$ cat src/rtl/ifq_pkg.sv
// ifq_pkg
//   Shared types for the instruction fetch queue: FSM state encoding, the
//   queue entry layout {inst, len, pc} and the instruction-length clamp.
//   The entry widths are fixed here. A top-level parameter override must be
//   mirrored in these constants so that the entry layout still matches.
package ifq_pkg;

  localparam int IFQ_ADDR_W    = 12;
  localparam int IFQ_WORD_W    = 4;
  localparam int IFQ_MAX_WORDS = 4;
  localparam int IFQ_LEN_W     = $clog2(IFQ_MAX_WORDS + 1);
  localparam int IFQ_INST_W    = IFQ_MAX_WORDS * IFQ_WORD_W;

  typedef enum logic [1:0] {
    IDLE,
    ADDR,
    DATA,
    PUSH
  } ifq_state_e;

  typedef struct packed {
    logic [IFQ_INST_W-1:0] inst;
    logic [IFQ_LEN_W-1:0]  len;
    logic [IFQ_ADDR_W-1:0] pc;
  } ifq_entry_t;

  // A zero length still costs one word. Lengths beyond the widest
  // instruction saturate.
  function automatic logic [IFQ_LEN_W-1:0] clamp_len(input logic [IFQ_LEN_W-1:0] len);
    if (len == '0) return IFQ_LEN_W'(1);
    if (len > IFQ_LEN_W'(IFQ_MAX_WORDS)) return IFQ_LEN_W'(IFQ_MAX_WORDS);
    return len;
  endfunction

endpackage

$ cat src/rtl/ifq_fifo.sv
// ifq_fifo
//   Small register-based FIFO for assembled instructions.
//   Ports:
//     clk, reset   clock, synchronous active-high reset
//     push, din    write request and data (ignored when full without pop)
//     pop          read request (ignored when empty)
//     flush        empties the queue; takes priority over push and pop
//     full, empty  occupancy flags
//     head         registered entry at the read pointer
module ifq_fifo #(
  parameter int  DEPTH   = 2,
  parameter type entry_t = logic
) (
  input  logic   clk,
  input  logic   reset,
  input  logic   push,
  input  logic   pop,
  input  logic   flush,
  input  entry_t din,
  output logic   full,
  output logic   empty,
  output entry_t head
);

  localparam int PTR_W = (DEPTH > 1) ? $clog2(DEPTH) : 1;
  localparam int CNT_W = $clog2(DEPTH + 1);

  entry_t           mem_q [DEPTH];
  entry_t           mem_d [DEPTH];
  logic [PTR_W-1:0] wr_ptr_q, wr_ptr_d;
  logic [PTR_W-1:0] rd_ptr_q, rd_ptr_d;
  logic [CNT_W-1:0] count_q, count_d;
  logic             do_push, do_pop;

  function automatic logic [PTR_W-1:0] ptr_inc(input logic [PTR_W-1:0] p);
    return (p == PTR_W'(DEPTH - 1)) ? '0 : p + 1'b1;
  endfunction

  assign full    = (count_q == CNT_W'(DEPTH));
  assign empty   = (count_q == '0);
  assign do_pop  = pop & ~empty;
  // A full queue still accepts a write when the head leaves in the same cycle.
  assign do_push = push & (~full | do_pop);
  assign head    = mem_q[rd_ptr_q];

  always_comb begin
    mem_d    = mem_q;
    wr_ptr_d = wr_ptr_q;
    rd_ptr_d = rd_ptr_q;
    count_d  = count_q;
    if (flush) begin
      wr_ptr_d = '0;
      rd_ptr_d = '0;
      count_d  = '0;
    end else begin
      if (do_push) begin
        mem_d[wr_ptr_q] = din;
        wr_ptr_d        = ptr_inc(wr_ptr_q);
      end
      if (do_pop) rd_ptr_d = ptr_inc(rd_ptr_q);
      if (do_push && !do_pop) count_d = count_q + 1'b1;
      else if (!do_push && do_pop) count_d = count_q - 1'b1;
    end
  end

  always_ff @(posedge clk) begin
    if (reset) begin
      for (int i = 0; i < DEPTH; i++) mem_q[i] <= '0;
      wr_ptr_q <= '0;
      rd_ptr_q <= '0;
      count_q  <= '0;
    end else begin
      mem_q    <= mem_d;
      wr_ptr_q <= wr_ptr_d;
      rd_ptr_q <= rd_ptr_d;
      count_q  <= count_d;
    end
  end

endmodule

$ cat src/rtl/inst_fetch_queue.sv
// inst_fetch_queue
//   Fetches variable-length instructions one ROM word at a time, assembles
//   them and queues {inst, len, pc} for a ready/valid consumer.
//   Optional build macro: IFQ_STALL_CNT_EN adds output stall_cnt[15:0], a
//   saturating count of cycles spent waiting in PUSH on a full queue.
//   Ports:
//     clk, reset            clock, synchronous active-high reset
//     enable                fetch permitted
//     redirect, redirect_pc flush everything and restart at redirect_pc
//     rom_req, rom_addr     ROM read strobe and address
//     rom_data              ROM word, valid the cycle after rom_req
//     len_in                predecoded length of the word on rom_data
//     out_valid/out_ready   queue head handshake
//     out_inst/out_len/out_pc  registered queue head
//
//   state | meaning
//   IDLE  | waiting for enable
//   ADDR  | ROM read issued for pc
//   DATA  | capture ROM word into slot idx, advance pc
//   PUSH  | write assembled instruction, hold while queue full
module inst_fetch_queue
  import ifq_pkg::*;
#(
  parameter  int ADDR_W    = IFQ_ADDR_W,
  parameter  int WORD_W    = IFQ_WORD_W,
  parameter  int MAX_WORDS = IFQ_MAX_WORDS,
  parameter  int DEPTH     = 2,
  localparam int LEN_W     = $clog2(MAX_WORDS + 1)
) (
  input  logic                        clk,
  input  logic                        reset,
  input  logic                        enable,
  input  logic                        redirect,
  input  logic [ADDR_W-1:0]           redirect_pc,
  output logic                        rom_req,
  output logic [ADDR_W-1:0]           rom_addr,
  input  logic [WORD_W-1:0]           rom_data,
  input  logic [LEN_W-1:0]            len_in,
  output logic                        out_valid,
  input  logic                        out_ready,
  output logic [MAX_WORDS*WORD_W-1:0] out_inst,
  output logic [LEN_W-1:0]            out_len,
  output logic [ADDR_W-1:0]           out_pc
`ifdef IFQ_STALL_CNT_EN
  ,
  output logic [15:0]                 stall_cnt
`endif
);

  localparam int INST_W = MAX_WORDS * WORD_W;

  ifq_state_e        state_q, state_d;
  logic [ADDR_W-1:0] pc_q, pc_d;
  logic [ADDR_W-1:0] start_pc_q, start_pc_d;
  logic [LEN_W-1:0]  idx_q, idx_d;
  logic [LEN_W-1:0]  len_q, len_d;
  logic [LEN_W-1:0]  cur_len;
  logic [INST_W-1:0] inst_q, inst_d;
  logic              push, pop, full, empty;
  ifq_entry_t        push_entry, head;

  // A redirect discards whatever the consumer would have taken this cycle.
  assign pop        = out_valid & out_ready & ~redirect;
  assign out_valid  = ~empty;
  assign push_entry = '{inst: inst_q, len: len_q, pc: start_pc_q};
  assign out_inst   = head.inst;
  assign out_len    = head.len;
  assign out_pc     = head.pc;

  always_comb begin
    state_d    = state_q;
    pc_d       = pc_q;
    start_pc_d = start_pc_q;
    idx_d      = idx_q;
    len_d      = len_q;
    inst_d     = inst_q;
    cur_len    = len_q;
    push       = 1'b0;
    rom_req    = 1'b0;
    rom_addr   = '0;
    case (state_q)
      IDLE: if (enable) state_d = ADDR;
      ADDR: begin
        rom_req  = 1'b1;
        rom_addr = pc_q;
        state_d  = DATA;
      end
      DATA: begin
        // Word 0 fixes the length and start pc, and zeroes the upper slots.
        if (idx_q == '0) begin
          cur_len    = clamp_len(len_in);
          len_d      = cur_len;
          start_pc_d = pc_q;
          inst_d     = '0;
        end
        inst_d[int'(idx_q)*WORD_W +: WORD_W] = rom_data;
        pc_d = pc_q + 1'b1;
        if (idx_q + 1'b1 == cur_len) begin
          state_d = PUSH;
        end else begin
          idx_d   = idx_q + 1'b1;
          state_d = ADDR;
        end
      end
      PUSH: begin
        if (!full || pop) begin
          push    = 1'b1;
          idx_d   = '0;
          state_d = enable ? ADDR : IDLE;
        end
      end
      default: state_d = IDLE;
    endcase
    if (redirect) begin
      state_d = IDLE;
      pc_d    = redirect_pc;
      idx_d   = '0;
      push    = 1'b0;
    end
  end

  always_ff @(posedge clk) begin
    if (reset) begin
      state_q    <= IDLE;
      pc_q       <= '0;
      start_pc_q <= '0;
      idx_q      <= '0;
      len_q      <= '0;
      inst_q     <= '0;
    end else begin
      state_q    <= state_d;
      pc_q       <= pc_d;
      start_pc_q <= start_pc_d;
      idx_q      <= idx_d;
      len_q      <= len_d;
      inst_q     <= inst_d;
    end
  end

  ifq_fifo #(
    .DEPTH   (DEPTH),
    .entry_t (ifq_entry_t)
  ) u_fifo (
    .clk   (clk),
    .reset (reset),
    .push  (push),
    .pop   (pop),
    .flush (redirect),
    .din   (push_entry),
    .full  (full),
    .empty (empty),
    .head  (head)
  );

`ifdef IFQ_STALL_CNT_EN
  logic [15:0] stall_cnt_q, stall_cnt_d;

  // In PUSH, no push without a redirect means the queue is full.
  always_comb begin
    stall_cnt_d = stall_cnt_q;
    if (redirect) stall_cnt_d = '0;
    else if (state_q == PUSH && !push && stall_cnt_q != 16'hFFFF) stall_cnt_d = stall_cnt_q + 1'b1;
  end

  always_ff @(posedge clk) begin
    if (reset) stall_cnt_q <= '0;
    else       stall_cnt_q <= stall_cnt_d;
  end

  assign stall_cnt = stall_cnt_q;
`endif

endmodule

$ cat config.mk
export PLATFORM = sky130hd
export DESIGN_NAME = inst_fetch_queue
export DESIGN_NICKNAME = d
export VERILOG_FILES = /design/src/rtl/ifq_pkg.sv /design/src/rtl/ifq_fifo.sv /design/src/rtl/inst_fetch_queue.sv
export SDC_FILE = /design/constraint.sdc
export NUM_CORES = 1
export LEC_CHECK = 0
export CAP_MARGIN = 30
export CORE_UTILIZATION = 30
export CTS_BUF_LIST = sky130_fd_sc_hd__clkbuf_16
export DETAILED_ROUTE_END_ITERATION = 7
export PLACE_DENSITY = 0.49
export SLEW_MARGIN = 20
export SYNTH_ARGS = -nofsm -noshare
export SYNTH_HDL_FRONTEND = slang
export SYNTH_SLANG_ARGS = --single-unit
$ cat constraint.sdc
create_clock -name clk -period 5.61 [get_ports clk]
set_clock_uncertainty 0.15 [all_clocks]
set_input_delay 0.8415 -clock clk [delete_from_list [all_inputs] [get_ports clk]]
set_output_delay 0.8415 -clock clk [all_outputs]
set_load 0.02 [all_outputs]
Yosys cells after proc, flatten, opt, wreduce, memory -nomap -nowiden
Index checks and enable logic that the tools add are counted.
- flip-flop bits (word level): 114
- latch bits: 0
- bits in writable memories: 0
- memory bits (read-only): 0
- input port bits: 24
- output and inout bits: 45
- memories: 0
- add/sub/neg operators: 7
- multiply operators: 0
- divide/modulo/power cells: 0
- order comparisons: 4
- equal/unequal tests: 8
- shift operators: 2
- muxes and demuxes: 41
- bitwise gates (word level): 10
- reductions and logical operators: 19
- operators by type and width (kind ; count):
    $mux W31 ; 4
    $bwmux W62 ; 1
    $mux W12 ; 3
    $neg A5 Y33 ; 1
    $shift A4 B33 Y16 const A ; 1
    $shiftx A4 B33 Y16 ; 1
    $mux W16 ; 2
    $demux W31 S1 ; 1
    $mux W3 ; 8
    $bwmux W16 ; 1
    $mux W1 ; 14
    $add A12 B1 Y12 const B ; 1
    $mux W2 ; 5
    $pmux W2 S4 ; 1
    $eq A2 B2 Y1 const B ; 3
    $logic_not A3 Y1 ; 2
    $ne A2 B2 Y1 const B ; 3
    $pmux W3 S2 ; 1
    $reduce_and A2 Y1 ; 3
    $reduce_bool A2 Y1 ; 3
    $and A1 B1 Y1 ; 4
    $ge A2 B2 Y1 const B ; 2
    $logic_not A2 Y1 ; 2
    $not A1 Y2 ; 2
    15 further kinds ; 22

Depth between registers and ports, before layout
Gate-level depths: netlist (run 1).
- word-level depth: 14
- depth in mapped cells: 9
- depth with buffers taken out: 8

By module
From an unflattened synthesis (run 1), not the netlist that was laid out.
- cells, all modules: 583
- area total of the unflattened synthesis: 5426.5 um^2
- by module, submodules not included (module ; times used ; cells an instance ; area an instance (um^2) ; seq. area each (um^2)):
    ifq_fifo ; 1 ; 297 ; 3139.3 ; 1321.3
    inst_fetch_queue ; 1 ; 286 ; 2287.2 ; 960.9

Least setup slack after synthesis (run 1)
No wires, ideal clock.
- path kind: register to register
- start: reg idx_q[0]
- end: reg idx_q[0]
- arrival: 2.249 ns
- slack: 3.089 ns
- stages on the path, launching flop included: 10
- period minus slack after synthesis: 2.521 ns
- cell sequence: dfxtp_1 -> inv_1 -> ha_1 -> ha_1 -> buf_6 -> and3b_1 -> or3_1 -> a21oi_2 -> a2111oi_1 -> a311o_1
- word-level cells in the longest chain between the ends: 6
- elaborated cells between the ends (all ways): 9
- those cells by class: add/sub (1); eq/ne (2); mux (4); reduce/logical (2)
- RTL lines (item ; RTL line ; RTL):
    from (decl) ; inst_fetch_queue.sv:55 ; logic [LEN_W-1:0] idx_q, idx_d;
    from (signal assigned) ; inst_fetch_queue.sv:134 ; idx_q <= idx_d;
    branches (longest 6 deep; another with $add A3 B1 Y3) ; n/a ;
Parallel ways; which one is timed is not known. The select of a mux whose other input is x is not followed.
A chain may end at the register's enable or synchronous reset.

Worst setup path in the final report (run 1)
- start: reg state_q[0]
- end: out rom_addr[11]
- word-level cells in the longest chain between the ends: 2
- RTL lines (item ; RTL line ; RTL):
    from (decl) ; inst_fetch_queue.sv:52 ; ifq_state_e state_q, state_d;
    from (signal assigned) ; inst_fetch_queue.sv:131 ; state_q <= state_d;
    $eq A2 B1 Y1 ; inst_fetch_queue.sv:81 ; case (state_q)
    $mux W12 ; inst_fetch_queue.sv:81 ;
    to (decl) ; inst_fetch_queue.sv:36 ; output logic [ADDR_W-1:0] rom_addr,
Every way passes these cells.

==> results by stage, run 1 <==
Global route:
- Entering global routing, the biggest net connects 78 pins.
- The initial antenna violation count came to 0.
- Global routing used 16.15% of the available tracks across all layers.
- The final global-route overflow total is 0.
- The global-route wire length before repair is 21,980 um.
- The via count of the first global-routing pass is 4,197.

Floorplan:
- The effective utilization at floorplan is 31.18%.
- The number of cell rows is 46.
- The top-level I/O count is 69.
- The core region area is 0.01612 mm2.
- In this run the vertical extent of the chip is 131.4 um.
- From left edge to right edge, the die measures 131.4 um.
- The die covers 0.01727 mm2.

Detailed routing:
- The post-detailed-routing wire length is 13,330 um.
- The remaining number of nets flagged by the antenna check after routing is 0.
- For this run, the detailed router's first-pass iteration total came to 4.
- The number of vias in the routed layout is 4,316.
- In the final routed layout, each cell accounts on average for 14.81 um.
- After detailed routing, the number of remaining DRC violations is 0.
- In the routed layout, each cell is associated on average with a via count of 4.796.
- The count of routing violations after the opening detailed-route iteration is 271.

Timing:
- The total count of hold-check failures in the final report is 0.
- Setup total negative slack on the finished layout was measured at 0 ps.
- After layout, the worst path uses 60.01% of the clock period.
- For the finished layout, the period the worst path requires is 3367 ps.
- The worst-margin pin slew is 799.1 ps.
- The total of endpoints with negative setup slack in the final report is 0.
- For this run, the top clock speed supported by timing is 297.0 MHz.
- The hold slack is 298.8 ps.
- Setup repair after global routing left no endpoint under its margin.
- The headroom to the max-slew limit is 46.60%.
- The final-report max-slew violation count is 0.

Critical path:
- The library cell contributing the largest single delay on the critical path is clkdlybuf4s50_1.
- At the worst endpoint, the arrival time is 2380 ps.
- The worst-case register-to-register setup slack is 2630 ps.
- The endpoint required time on the critical path is 4620 ps.
- The count of cells along the worst register-to-register path is 7.
- On the worst path, the slowest cell contributes a delay of 600 ps.
- The largest fanout of any net on the critical path is 12.
- The startpoint identified for the worst register-to-register timing path is idx_q[0]$_SDFFE_PP0P_.
- STA classifies the critical path endpoint as an output pin.
- The type of the worst setup path is reg -> out.
- Walking the worst path, the cells encountered are inv_1, nor2_1, and2_1, clkdlybuf4s50_1.
- STA classifies the critical path startpoint as a register.
- The reg-to-reg critical path endpoint is inst_q[3]$_SDFFE_PP0P_.

Clocking:
- CTS built an H-tree with a depth of 4.
- The number of gates resized after CTS was 0.
- The clock passes through at most 2 buffers.
- The CTS buffer count is 17.
- The clock net in this run drives a total of 114 sinks.
- The CTS clock-pin slew for the worst setup and hold paths is 50 ps.
- For the worst-skew pair, the clock arrives at the later sink with an insertion delay of 410 ps.
- TritonCTS built the clock tree.
- The setup fix buffers added after clock tree synthesis is 0.
- The count of hold buffers inserted by post-cts repair is 0.
- The root buffer cell chosen for the clock tree is clkbuf_16.

Synth:
- The number of enable flip-flop cells after synthesis is 0.
- The post-synthesis instance area is 0.005025 mm2.
- The number of instances in the synthesized netlist is 617.
- The post-synthesis share of cell area spent on full adders, half adders and majority gates is 1.992%.
- The post-synthesis net count is 649.
- The fraction of the mapped netlist area in compound gates is 14.67%.
- The flip-flop and latch count after synthesis is 114.
- The average size of a mapped cell is 8.144 um2.
- The synthesized netlist devotes 23.31% of its cell area to simple gates.
- After synthesis, the largest family of logic cells by area is simple AND/OR/NAND/NOR gates.
- The fraction of registers with async set/reset is 0%.
- The number of warnings issued by yosys is 0.
- The number of distinct standard cells referenced by the synthesized netlist is 49.
- The synthesized netlist devotes 2.615% of its cell area to XOR and XNOR gates.
- The leading register cell type out of synthesis is dfxtp_1.
- The portion of synthesized area spent on multiplexers is 7.744%.
- For this run, the register share of the synthesized area comes to 45.42%.

Flow run:
- Across the run, the number of max-cap violations was 0.

Place:
- The HPWL after detailed placement is 8748 um.
- The total of buffers placed on input and output ports is 68.
- The number of placed cells counting well taps is 868.
- The routability congestion estimate is 0.8337.

Finish:
- In the final layout, the share of cells above drive strength 1 is 10.67%.
- The area growth from synthesis to layout is 28.93%.
- The layout has 1,648 filler cells.
- In the layout the commonest cells are nand2_1 (169), dfxtp_1 (114), a21oi_1 (89), clkdlybuf4s50_1 (67), nor2_1 (36).
- After the last flow step, the layout net total stands at 703.
- The commonest non-fill, non-tap cell in the layout is nand2_1.
- The number of antenna diodes in the final layout is 0.
- For this run, the number of standard cells in the final layout without fillers is 900.

Worst hold path:
- The end point of the most critical hold path is u_fifo.mem_q[34]$_SDFFE_PP0P_.
- The min-delay analysis places its worst path in the category reg -> reg.
- In this run the most critical hold path is launched from u_fifo.mem_q[34]$_SDFFE_PP0P_.
- Counting instances, the worst hold path has a depth of 2.

Power and ir drop:
- The power density normalized to cell area is 314.1 mW/mm2.
- The worst-case IR drop observed on VDD is 200.6 uV.
- For this design the static power due to leakage is 2.229 nW.

Status:
- The flow ran to the end, and the final reports show no timing, DRC or antenna violations.
==> where the power goes <==
group          leakage (nW)  total (W)  switching, W  internal (W)
sequential            0.921   0.000830     0.0000119      0.000818
combinational          1.01  0.0000716     0.0000412     0.0000304
clock                 0.301    0.00113      0.000360      0.000774
==> cell type report <==
cell class | instances | area [um2] | area share [%]
Tap cell | 216 | 270.3 | 4.171
Clock inverter | 15 | 196.4 | 3.032
Inverter | 11 | 41.29 | 0.6373
Sequential cell | 114 | 2282 | 35.23
Timing Repair Buffer | 75 | 728.2 | 11.24
Clock buffer | 17 | 425.4 | 6.566
Multi-Input combinational cell | 452 | 2535 | 39.13
==> how the worst max path moves through the flow <==
stage                       startpoint                            end  slack, ps  cells past startpoint
2_1_floorplan    idx_q[0]$_SDFFE_PP0P_          idx_q[0]$_SDFFE_PP0P_       3090                      9
3_3_place_gp                  redirect  u_fifo.mem_q[54]$_SDFFE_PP0P_       2440                      6
3_5_place_dp                  redirect  u_fifo.mem_q[42]$_SDFFE_PP0P_       2390                      6
4_1_cts        state_q[0]$_SDFFE_PP0P_                   rom_addr[11]       2200                      4
5_1_grt        state_q[0]$_SDFFE_PP0P_                   rom_addr[11]       2050                      4
6_report       state_q[0]$_SDFFE_PP0P_                   rom_addr[11]       2240                      4
==> critical path: cells and delay by family, from the launching register on <==
| family | cells | cell delay [ps] |
|---|---|---|
| buffers and inverters | 2 | 770 |
| DFF | 1 | 480 |
| and+or+nand+nor | 2 | 720 |
==> routing by layer <==
metal  track usage, %  wire [um]  vias to the layer above
met4            5.685        174                        0
li1                 -          -                     2198
met1            21.42       6639                     2019
met2            25.25       6058                       87
met3            4.090        453                       12
met5                0          0                        -
==> Yosys cell counts (all sizes together), types with 2 or more instances <==
cell type / number / area, um2
and2: 15 / 95.10
nand4: 7 / 50.05
xor2: 5 / 43.79
xnor2: 10 / 87.58
nor2b: 4 / 25.02
clkbuf: 28 / 105.1
buf: 12 / 67.56
nand3: 3 / 15.01
nand2b: 4 / 32.53
o21ai: 7 / 35.03
mux2i: 4 / 40.04
a21oi: 90 / 454.2
mux2: 31 / 349.1
and3: 3 / 18.77
nor2: 36 / 135.1
a311o: 2 / 20.02
nor3: 9 / 50.05
or2: 2 / 12.51
a311oi: 4 / 35.03
dfxtp: 114 / 2282
a211oi: 3 / 22.52
a22oi: 14 / 105.1
ha: 8 / 100.1
nand2: 169 / 634.4
nor4: 3 / 18.77
or3: 6 / 42.54
inv: 11 / 41.29
==> cell families (layout without fill, tap and decap cells) <==
logic type      after synthesis  after routing
simple gates                266            266
mux                          35             35
flops                       114            114
fa+ha+maj                     8              8
compound gates              128            128
xor+xnor                     15             15
buf+inv                      51            118
==> sequential cells by signal (all words and copies together), names as in the netlist <==
signal	count
u_fifo.mem_q	62
inst_q	16
pc_q	12
start_pc_q	12
idx_q	3
len_q	3
state_q	2
u_fifo.count_q	2
u_fifo.rd_ptr_q	1
u_fifo.wr_ptr_q	1
==> metrics by stage <==
stage	utilization [%]	setup slack (ps)	area (um2)	total power [W]
floorplan	-	3089	5025	0.0008828
detailed placement	36.34	2394	5857	0.0009178
finish	40.20	2243	6479	0.002035
global route	40.20	2049	6479	0.002107
CTS	40.20	2195	6479	0.002058
global placement	36.34	2437	5857	0.0009174
Note: power is estimated with default switching activity, not from simulation.
==> inputs of run 2 (changes only) <==
==> constraint.sdc (replaced) <==
create_clock -name clk -period 3.1 [get_ports clk]
set_clock_uncertainty 0.15 [all_clocks]
set_input_delay 0.465 -clock clk [delete_from_list [all_inputs] [get_ports clk]]
set_output_delay 0.465 -clock clk [all_outputs]
set_load 0.02 [all_outputs]
==> run 2 against run 1 <==
Against the previous run: via count is 0.44% higher; cell count increased by 0.56%; die area is the same; clock power grew 67%; first-iteration DRC count is 19% higher; total power is 73% higher; critical path type unchanged; register-to-register slack got worse by 2300 ps; setup slack got worse by 2000 ps; count of clock-buffer cells in the layout did not move; combinational power grew 84%.
==> results by stage, run 2 (synthesis results as in run 1) <==
Timing:
- Setup repair after global routing left no endpoint under its margin.
- At the pin with the least slew margin, the transition time is 752.6 ps.
- Setup violations remaining at the end of the flow were counted as 0.
- The hold slack is 299.6 ps.
- The post-route minimum period is 2845 ps.
- The share of the clock period used by the worst path after layout is 91.76%.
- The setup TNS is 0 ps.
- In this run the tightest slew margin relative to its limit is 49.82%.
- The final-report max-slew violation count is 0.
- The total count of hold-check failures in the final report is 0.
- The maximum clock frequency is 351.5 MHz.

Finish:
- 0 antenna diodes ended up in the layout.
- At the end of the flow the core is filled with cells to 40.14%.
- The combined flip-flop and latch cell area is 0.002282 mm2.
- Of the cells placed in the final design, the portion with a size suffix greater than 1 is 11.90%.
- Leaving out fill and tap cells, the most frequent cell in the layout is nand2_1.
- After filler insertion, the fill cell instance count of the layout stands at 1,649.
- After routing the design area is 0.006469 mm2.
- The largest registers in the layout are u_fifo.mem_q x62, inst_q x16.
- Compared with the post-synthesis result, the final layout area differs by 28.73%.
- In the layout the commonest cells are nand2_1 (169), dfxtp_1 (114), a21oi_1 (89), clkdlybuf4s50_1 (67), nor2_1 (36).
- The multi-input combinational cells in the finished layout cover a total of 0.002535 mm2.
- The register with the most flip-flops in the final layout is u_fifo.mem_q.
- The final net count is 708.
- The flip-flop count of the largest register after layout is 62.

Clocking:
- The largest buffer count on any clock path is 2.
- Post-CTS timing repair inserted 0 buffers for setup.
- The count of cells resized by post-cts repair is 0.
- The CTS root buffer is clkbuf_16.
- TritonCTS built the clock tree.
- The number of levels in the clock H-tree is 4.
- After clock tree synthesis, the flow added hold-fix buffers numbering 0.
- The tree built by TritonCTS fans out to 114 sinks.
- The number of clock buffers added by TritonCTS is 17.
- The CTS clock-pin slew for the worst setup and hold paths is 50 ps.
- The source-to-sink clock delay at the later pin of the worst-skew pair is 410 ps.

Floorplan:
- The die area is 0.01727 mm2.
- The effective utilization at floorplan is 31.18%.
- The core region area is 0.01612 mm2.
- The number of cell rows is 46.
- The x dimension of the die is 131.4 um.
- For this design the top-level I/O count stands at 69.
- The overall die height is 131.4 um.

Global route:
- Entering global routing, the biggest net connects 73 pins.
- The via count of the first global-routing pass is 4,090.
- The final global-route overflow total is 0.
- In the global route stage, overall resource usage came out at 15.84%.
- The initial antenna violation count is 0.
- The global-route wire length before repair is 21,560 um.

Power and ir drop:
- Power spread over the standard cell area amounts to 545.1 mW/mm2.
- VDD sags by at most 353.3 uV.
- In this run the static leakage power is 2.246 nW.

Detailed routing:
- The detail-routed net length per standard cell is 14.60 um.
- In this run, the number of DRC markers left after iteration 0 of detailed routing was 322.
- The post-detailed-route via-to-cell ratio is 4.790.
- The final layout contains routed wiring with a total length of 13,210 um.
- The number of vias in the routed layout is 4,335.
- The first-pass iteration count of the detailed router is 6.
- The count of nets left with antenna violations once routing finished came out at 0.
- The post-route DRC violation count is 0.

Place:
- The count of buffers added on input and output ports is 68.
- The wire-length estimate of the detail-placed layout is 8692 um.
- The placed instances occupy a cell area of 0.005894 mm2.
- The routability congestion estimate is 0.8021.

Critical path:
- The signal on the critical path passes through inv_1, nor2_1, buf_4, and2_1, clkdlybuf4s50_1.
- The slowest stage of the critical path belongs to the cell clkdlybuf4s50_1.
- The type of element capturing the critical path is an output pin.
- The largest fanout of any net on the critical path is 11.
- The largest single stage delay on the critical path is 610 ps.
- The cell type group with the largest total delay on the critical path is buffers and inverters.
- The worst endpoint data arrival time is 2230 ps.
- The critical path is of the reg -> out type.
- The sort of element at the start of the critical path is a register.
- Data on the critical path is required at its endpoint by 2480 ps.
- The number of buffers and inverters on the critical path is 3.

Worst hold path:
- The path class of the tightest hold or removal check is reg -> reg.

Status:
- The run finished with clean final reports.

Flow run:
- The tool flagged a number of max-cap violations equal to 0.
[run 2: changes by cell type in the layout (fill, tap and decap cells not counted)]
cell / previous run / this run
buf_4: 7 / 12
bufinv_16: 5 / 3
clkinvlp_4: 1 / 0
clkinv_2: 0 / 7
clkinv_1: 7 / 3
[run 2: metrics by stage]
step	power [W]	setup slack, ps	cells
after floorplan	0.001598	579.0	617
after global placement	0.001662	419.2	873
after detailed placement	0.001663	325.9	873
after CTS	0.003562	236.4	905
after global routing	0.003648	97.33	905
final	0.003526	255.4	905
[run 2: final timing paths]
| check | from | end | slack (ps) | cells after the start |
|---|---|---|---|---|
| setup / recovery | state_q[0]$_SDFFE_PP0P_ | rom_addr[8] | 260 | 5 |
| hold / removal | u_fifo.mem_q[33]$_SDFFE_PP0P_ | u_fifo.mem_q[33]$_SDFFE_PP0P_ | 300 | 2 |
| setup reg to reg | idx_q[0]$_SDFFE_PP0P_ | idx_q[0]$_SDFFE_PP0P_ | 300 | 8 |
| hold reg to reg | u_fifo.mem_q[33]$_SDFFE_PP0P_ | u_fifo.mem_q[33]$_SDFFE_PP0P_ | 300 | 2 |
[run 2: power by group]
| group | internal, W | leakage (nW) | total, W | switching [W] |
|---|---|---|---|---|
| combinational | 0.0000578 | 1.03 | 0.000132 | 0.0000739 |
| clock | 0.00124 | 0.293 | 0.00189 | 0.000655 |
| sequential | 0.00148 | 0.921 | 0.00150 | 0.0000210 |
| total | 0.00278 | 2.25 | 0.00353 | 0.000750 |
[run 2: tightest hold or removal path, stage by stage, from the launching register on]
cell and delay [ps]:
dfxtp_1 300, nand2_1 50, a21oi_1 50
[run 2: layout make-up]
cell class	instances	share of cell area, %
tap	216	4.178
clock buffer	17	6.576
inverter	11	0.6383
clock inverter	15	2.302
timing repair buffer	80	11.84
multi-input combinational	452	39.19
sequential	114	35.28
[run 2: routing by layer]
layer  track usage (%)  wire (um)  up-vias
met5                 0          0        -
met4             6.460        176        0
met3             3.819        519       15
met2             24.22       5938       89
met1             21.23       6579     2028
li1                  -          -     2203
==> inputs of run 3 (changes only) <==
--- a/config.mk
+++ b/config.mk
@@ -8,6 +8,7 @@
 export CAP_MARGIN = 30
 export CORE_UTILIZATION = 30
 export CTS_BUF_LIST = sky130_fd_sc_hd__clkbuf_16
+export CTS_CLUSTER_DIAMETER = 200
 export DETAILED_ROUTE_END_ITERATION = 7
 export PLACE_DENSITY = 0.49
 export SLEW_MARGIN = 20
==> results of run 3 <==
Final layout, timing and power as in run 2 (identical DEF).
